==> config.mk <==
export PLATFORM = sky130hd
export DESIGN_NAME = store_size_rmw
export DESIGN_NICKNAME = d
export VERILOG_FILES = /design/src/rtl/store_size_pkg.sv /design/src/rtl/store_merge.sv /design/src/rtl/store_size_rmw.sv
export SDC_FILE = /design/constraint.sdc
export NUM_CORES = 1
export LEC_CHECK = 0
export CAP_MARGIN = 20
export CORE_ASPECT_RATIO = 1.2
export CORE_UTILIZATION = 40
export CTS_CLUSTER_SIZE = 30
export DETAILED_ROUTE_END_ITERATION = 6
export HOLD_SLACK_MARGIN = 0.05
export PLACE_DENSITY = 0.77
export SLEW_MARGIN = 20
export SYNTH_ARGS = -nofsm -noshare
export SYNTH_HDL_FRONTEND = slang
export SYNTH_SLANG_ARGS = --single-unit
==> constraint.sdc <==
create_clock -name clk -period 4.5 [get_ports clk]
set_input_delay 1.125 -clock clk [delete_from_list [all_inputs] [get_ports clk]]
set_output_delay 1.125 -clock clk [all_outputs]
set_load 0.005 [all_outputs]
==> src/rtl/store_size_pkg.sv <==
// Shared encodings for the load/store size paths and the store sequencer state.
package store_size_pkg;

  typedef enum logic [1:0] {
    SIZE_BYTE = 2'b00,
    SIZE_HALF = 2'b01,
    SIZE_WORD = 2'b10,
    SIZE_RSVD = 2'b11
  } size_e;

  typedef enum logic [1:0] {
    IDLE,
    READ,
    WRITE,
    DONE
  } state_e;

endpackage

==> src/rtl/store_merge.sv <==
// Lane merge for partial stores: the low lanes come from the new data,
// and the remaining lanes keep the old memory word.
module store_merge
  import store_size_pkg::*;
(
  input  size_e       size,
  input  logic [31:0] old_word,
  input  logic [31:0] new_data,
  output logic [31:0] merged
);

  logic [3:0] lane_new;

  always_comb begin
    lane_new = 4'b0000;
    case (size)
      SIZE_BYTE: lane_new = 4'b0001;
      SIZE_HALF: lane_new = 4'b0011;
      SIZE_WORD: lane_new = 4'b1111;
      default:   lane_new = 4'b0000;
    endcase
  end

  for (genvar gi = 0; gi < 4; gi++) begin : g_lane
    assign merged[8*gi +: 8] = lane_new[gi] ? new_data[8*gi +: 8] : old_word[8*gi +: 8];
  end

endmodule

==> src/rtl/store_size_rmw.sv <==
// Store sequencer: word stores write directly, byte/half stores read the
// target word, merge the low lanes and write it back.
module store_size_rmw
  import store_size_pkg::*;
#(
  parameter int MEM_LATENCY = 1
) (
  input  logic        clk,
  input  logic        reset,
  input  logic        start,
  input  logic [1:0]  set_store_size_control,
  input  logic [31:0] address,
  input  logic [31:0] b_reg_data,
  input  logic [31:0] mem_rdata,
  output logic [31:0] mem_addr,
  output logic        mem_wr,
  output logic [31:0] mem_wdata,
  output logic        busy,
  output logic        done,
  output logic        size_error
);

  localparam int CNT_W = $clog2(MEM_LATENCY + 1);

  state_e           state_reg;
  state_e           state_next;
  size_e            size_reg;
  size_e            size_in;
  logic [CNT_W-1:0] cnt_reg;
  logic [31:0]      data_reg;
  logic [31:0]      addr_reg;
  logic [31:0]      wdata_reg;
  logic [31:0]      merged;
  logic             last_read;

  assign size_in   = size_e'(set_store_size_control);
  assign last_read = (cnt_reg == CNT_W'(1));

  store_merge u_merge (
    .size     (size_reg),
    .old_word (mem_rdata),
    .new_data (data_reg),
    .merged   (merged)
  );

  always_comb begin
    state_next = state_reg;
    case (state_reg)
      IDLE: begin
        if (start) begin
          case (size_in)
            SIZE_WORD: state_next = WRITE;
            SIZE_RSVD: state_next = DONE;
            default:   state_next = READ;
          endcase
        end
      end
      READ:    if (last_read) state_next = WRITE;
      WRITE:   state_next = DONE;
      DONE:    state_next = IDLE;
      default: state_next = IDLE;
    endcase
  end

  always_ff @(posedge clk or negedge reset) begin
    if (!reset) begin
      state_reg <= IDLE;
      size_reg  <= SIZE_BYTE;
      cnt_reg   <= '0;
      data_reg  <= '0;
      addr_reg  <= '0;
      wdata_reg <= '0;
    end else begin
      state_reg <= state_next;
      case (state_reg)
        IDLE: begin
          if (start) begin
            size_reg <= size_in;
            data_reg <= b_reg_data;
            addr_reg <= address;
            cnt_reg  <= CNT_W'(MEM_LATENCY);
            if (size_in == SIZE_WORD) wdata_reg <= b_reg_data;
          end
        end
        READ: begin
          cnt_reg <= cnt_reg - CNT_W'(1);
          // Read data is only guaranteed valid on the final latency cycle.
          if (last_read) wdata_reg <= merged;
        end
        default: ;
      endcase
    end
  end

  assign mem_addr   = addr_reg;
  assign mem_wdata  = wdata_reg;
  assign mem_wr     = (state_reg == WRITE);
  assign done       = (state_reg == DONE);
  assign size_error = (state_reg == DONE) && (size_reg == SIZE_RSVD);
  assign busy       = (state_reg != IDLE);

endmodule

After elaboration in Yosys (flattened, before gate mapping)
Index checks and enable logic that the tools add are counted.
{"block": "totals", "output_inout_bits": 68, "register_bits": 101}
{"block": "classes", "n_reduce_logical": 9, "mux": 15, "n_addsub": 1, "eq_ne": 11}
{"op": "two-way mux 32 bit", "n": 3}
{"op": "case mux 32 bit (2 select lines)", "n": 1}
{"op": "two-way mux 8 bit", "n": 4}
{"op": "== test 2 bit, second input constant", "n": 6}
{"op": "case mux 4 bit (3 select lines)", "n": 1}
{"op": "case mux 2 bit (4 select lines)", "n": 1}
{"op": "inequality test 2 bit, second input constant", "n": 3}
{"op": "AND reduction 2 bit", "n": 3}
{"op": "== test 2 x 1 -> 1 bit, second input constant", "n": 2}
{"op": "zero test 2 bit", "n": 2}
{"op": "two-way mux 2 bit", "n": 2}
{"op": "case mux 2 bit (2 select lines)", "n": 1}
{"op": "AND reduction 4 bit", "n": 1}
{"op": "nonzero test 2 bit", "n": 2}
{"op": "case mux 1 bit (2 select lines)", "n": 1}
{"op": "logical AND 1 bit", "n": 1}
{"op": "two-way mux 1 bit", "n": 1}
{"op": "subtractor 1 bit, second input constant", "n": 1}

Longest topological paths before layout
{"block": "logic_depth", "depth_word": 5, "mapped_depth": 8, "ltp_nobuf": 5}

Modules after synthesis
Synthesis repeated with hierarchy kept, for this count alone.
{"block": "unflattened", "hier_cells": 309, "hier_area_um2": 4748.3}
{"module": "store_size_rmw", "seq_area_each_um2": 2527.4, "instances": 1, "cells_each": 270, "area_per_inst_um2": 4280.4}
{"module": "store_merge", "seq_area_each_um2": 0.0, "instances": 1, "cells_each": 39, "area_per_inst_um2": 467.9}

Least setup slack after synthesis
No wires, ideal clock.
{"block": "synth_path", "path_kind": "input -> register", "startpoint": "input set_store_size_control[0]", "endpoint": "register wdata_reg[10] (netlist: mem_wdata[10])", "setup_slack_ns": 2.194, "path_buffers": 1, "arrival_ns": 2.182, "stages": 4, "cell_sequence": "nand3b_1 -> a211oi_4 -> buf_6 -> mux2_2"}
{"block": "synth_between", "elab_chain_cells": 3}
{"item": "from (decl)", "line_no": "store_size_rmw.sv:11", "text": "input logic [1:0] set_store_size_control,"}
{"item": "== test 2 bit", "line_no": "store_size_rmw.sv:82", "text": "if (size_in == SIZE_WORD) wdata_reg <= b_reg_data;"}
{"item": "inequality test 2 bit (no line)"}
{"item": "AND reduction 4 bit (no line)"}
{"item": "to (signal assigned)", "line_no": "store_size_rmw.sv:82"}
{"item": "to (signal assigned)", "line_no": "store_size_rmw.sv:88", "text": "if (last_read) wdata_reg <= merged;"}
{"item": "to (decl)", "line_no": "store_size_rmw.sv:32", "text": "logic [31:0] wdata_reg;"}
No other way between the ends.
A chain may end at the register's enable or synchronous reset.

Worst setup path in the final report
{"block": "layout_path", "startpoint": "register state_reg[1]", "endpoint": "output busy"}
{"block": "layout_between", "elab_chain_cells": 1}
{"item": "from (decl)", "line_no": "store_size_rmw.sv:25", "text": "state_e state_reg;"}
{"item": "from (signal assigned)", "line_no": "store_size_rmw.sv:74", "text": "state_reg <= state_next;"}
{"item": "nonzero test 2 bit", "line_no": "store_size_rmw.sv:100", "text": "assign busy = (state_reg != IDLE);"}
{"item": "to (decl)", "line_no": "store_size_rmw.sv:18", "text": "output logic busy,"}
No other way between the ends.

==> results.md <==
- Status: finished clean
- Layout cells sized above 1: 23.1%
- Final Max Tran Viols: 0
- Worst Max-Slew Pin Slew: 1.05 ns
- Largest net degree at the start of global routing: 80
- Final WL: 10,400 um
- Pre-antenna DRT Iters: 4
- Worst Hold Class: register to register
- Io pins: ~170
- Die area: 11,900 sq um
- Sink Count: 101
- Drt via density: between 4 and 5
- Arrival time at the worst endpoint: 1.88 ns
- Tmin final: 3.01 ns
- Worst rel slew slack: just under 30%
- Root buf cell: clkbuf_16
- Total track usage: 18.5%
- Post-CTS Hold Buffers: 0
- Fin crit share: between 60% and 70%
- Leakage power: 2.79 nW
- N_diodes: 0
- Critical path peak fanout: 9
- Remaining global-route overflow: 0
- Commonest cells after routing, fill and taps aside: clkdlybuf4s50_1 (167), dfrtp_1 (101), mux2_2 (96)
- Post-Syn Instances: 348
- Top post-synthesis cells by area: dfrtp_1 (55%), mux2_2 (24%), mux2i_1 (7.6%), a21oi_1 (3.6%), nor2_1 (2.9%)
- Distinct cells, synth: 21
- Initial Utilization: 41.4%
- CTS tree: built
- Final Skew: 0.00474 ns
- Commonest non-fill, non-tap cell in the layout: clkdlybuf4s50_1
- Detailed Place HPWL: 7450 um
- Fillers: approximately 920
- Remaining antenna violation count: 0
- Final Non-Filler Cells: 669
- PD cells: 690 nW/um^2
- DRC: 0
- Area of the core: 11,100 sq um
- Dpl cells: 653
- Area of the mapped netlist: 4600 sq um
- RePlAce Congestion: 0.707
- Synthesized flop and latch total: just over 100
- Fmax: 333 MHz
- First-pass GRT wire length: 17,100 um
- Clk pin slew, worst setup/hold paths: 0.07 ns
- Post-synth top area cell: dfrtp_1
- Syn avg cell area: about 13 sq um
- Sequential area share after synthesis: a little over half
- Setup bufs post-CTS: 0
- Die width: 99.9 um
- Rows: 42
- Share of the synthesized area in the top cell type: between 50% and 60%
- Later-pin clock latency in the skew report: 0.34 ns
- MaxCap Viol Count: 0
- CP Capture Type: output port
- Post-cts sizing count: 0
- I/O Buffers: 168
- Area Growth Syn to Fin: 45.0%
- NumNets Final: 619
- Unrepaired setup endpoints after global routing: no
- WS Path Type: register to output port
- Nature of the critical path startpoint: register
- Final Setup Violations: 0
- TritonCTS buffer count: 9
- Avg WL per Cell: 15.6 um
- Vias in the first global route: ~3,600
- Largest buffer count on any clock path: 2
- Crit path required time: 3.38 ns
- Synth warn: 0
- Initial DRC count: 71
- Setup tns final: 0 ns
- Vias: ~3,200
- Initial antenna violation count: 0
- Worst vdd rail ir drop: 0.000304 V
- H-tree level count: 3
- Mapped Nets: 457
- Vert. Die Dim: roughly 120 um
- Final hold vios: 0
==> power breakdown <==
part / total, mW / internal, mW / switching [mW]
sequential: 1.64 / 1.39 / 0.251
clock: 0.687 / 0.371 / 0.316
combinational: 2.27 / 1.42 / 0.847
==> logic make-up after synthesis <==
| family | count (synthesis) | synth area share [%] |
|---|---|---|
| DFF | 101 | 55.0 |
| buffers and inverters | 28 | 3.16 |
| and+or+nand+nor | 40 | 3.46 |
| AOI/OAI and AO/OA | 37 | 4.38 |
| adders and majority gates | 8 | 2.18 |
| muxes | 133 | 31.6 |
| xor gates and xnor gates | 1 | 0.191 |
==> metrics by stage <==
stage                     cell area (sq um)  total power [mW]  utilization [%]  setup WS [ns]  hold slack (ns)
final                                  6660              4.60             60.1           1.49            0.497
after global routing                   6660              4.92             60.1           1.37            0.515
after CTS                              6660              4.68             60.1           1.46            0.500
after detailed placement               6400              3.97             57.7           1.44            0.484
after global placement                 6400              3.87             57.7           1.51            0.474
after floorplan                        4600              2.96                -           2.19            0.479
==> final cells by class <==
cell class,count,area [sq um],share of cell area (%)
clock buffer,11,233,3.49
multi-input combinational,219,1930,28.9
clock inverter,5,27.5,0.413
timing repair buffer,173,1730,26.0
tap,154,193,2.89
sequential,101,2530,37.9
inverter,6,22.5,0.338
==> path summary, 6_finish.rpt <==
path,startpoint,end,slack [ns],depth (start not counted)
worst min-delay path,mem_wdata[6],mem_wdata[6],0.50,1
max in group asynchronous,reset,data_reg[14],2.88,2
min in group asynchronous,reset,mem_addr[5],0.81,1
worst max-delay path,state_reg[1],busy,1.49,4
worst max register to register,state_reg[1],mem_wdata[9],1.83,7
worst min register to register,mem_wdata[6],mem_wdata[6],0.50,1
==> layer usage <==
layer | track usage [%] | share of wire, % | vias up
met4 | 6.43 | 1.8 | 0
met3 | 5.99 | 7.3 | 15
met1 | 20.7 | 40 | 1568
met5 | 0 | 0 | -
met2 | 32.7 | 51 | 110
li1 | - | - | 1534
==> Yosys cell counts <==
cell and number:
a211oi_4 1, a21oi_1 33, a31oi_1 1, and2_1 1, buf_1 3, buf_2 11, buf_4 1, buf_6 3
clkbuf_1 4, dfrtp_1 101, ha_1 8, inv_1 6, mux2_1 2, mux2_2 96, mux2i_1 35, nand2_1 2
nand3b_1 1, nor2_1 35, nor2b_1 1, o21ai_0 2, xnor2_1 1
==> worst max-delay path, stage by stage (launching register included) <==
cell and delay (ns):
dfrtp_1 0.41, inv_1 0.14, ha_1 0.41, inv_1 0.11, clkdlybuf4s50_1 0.48
(Power assumes the default switching activity.)
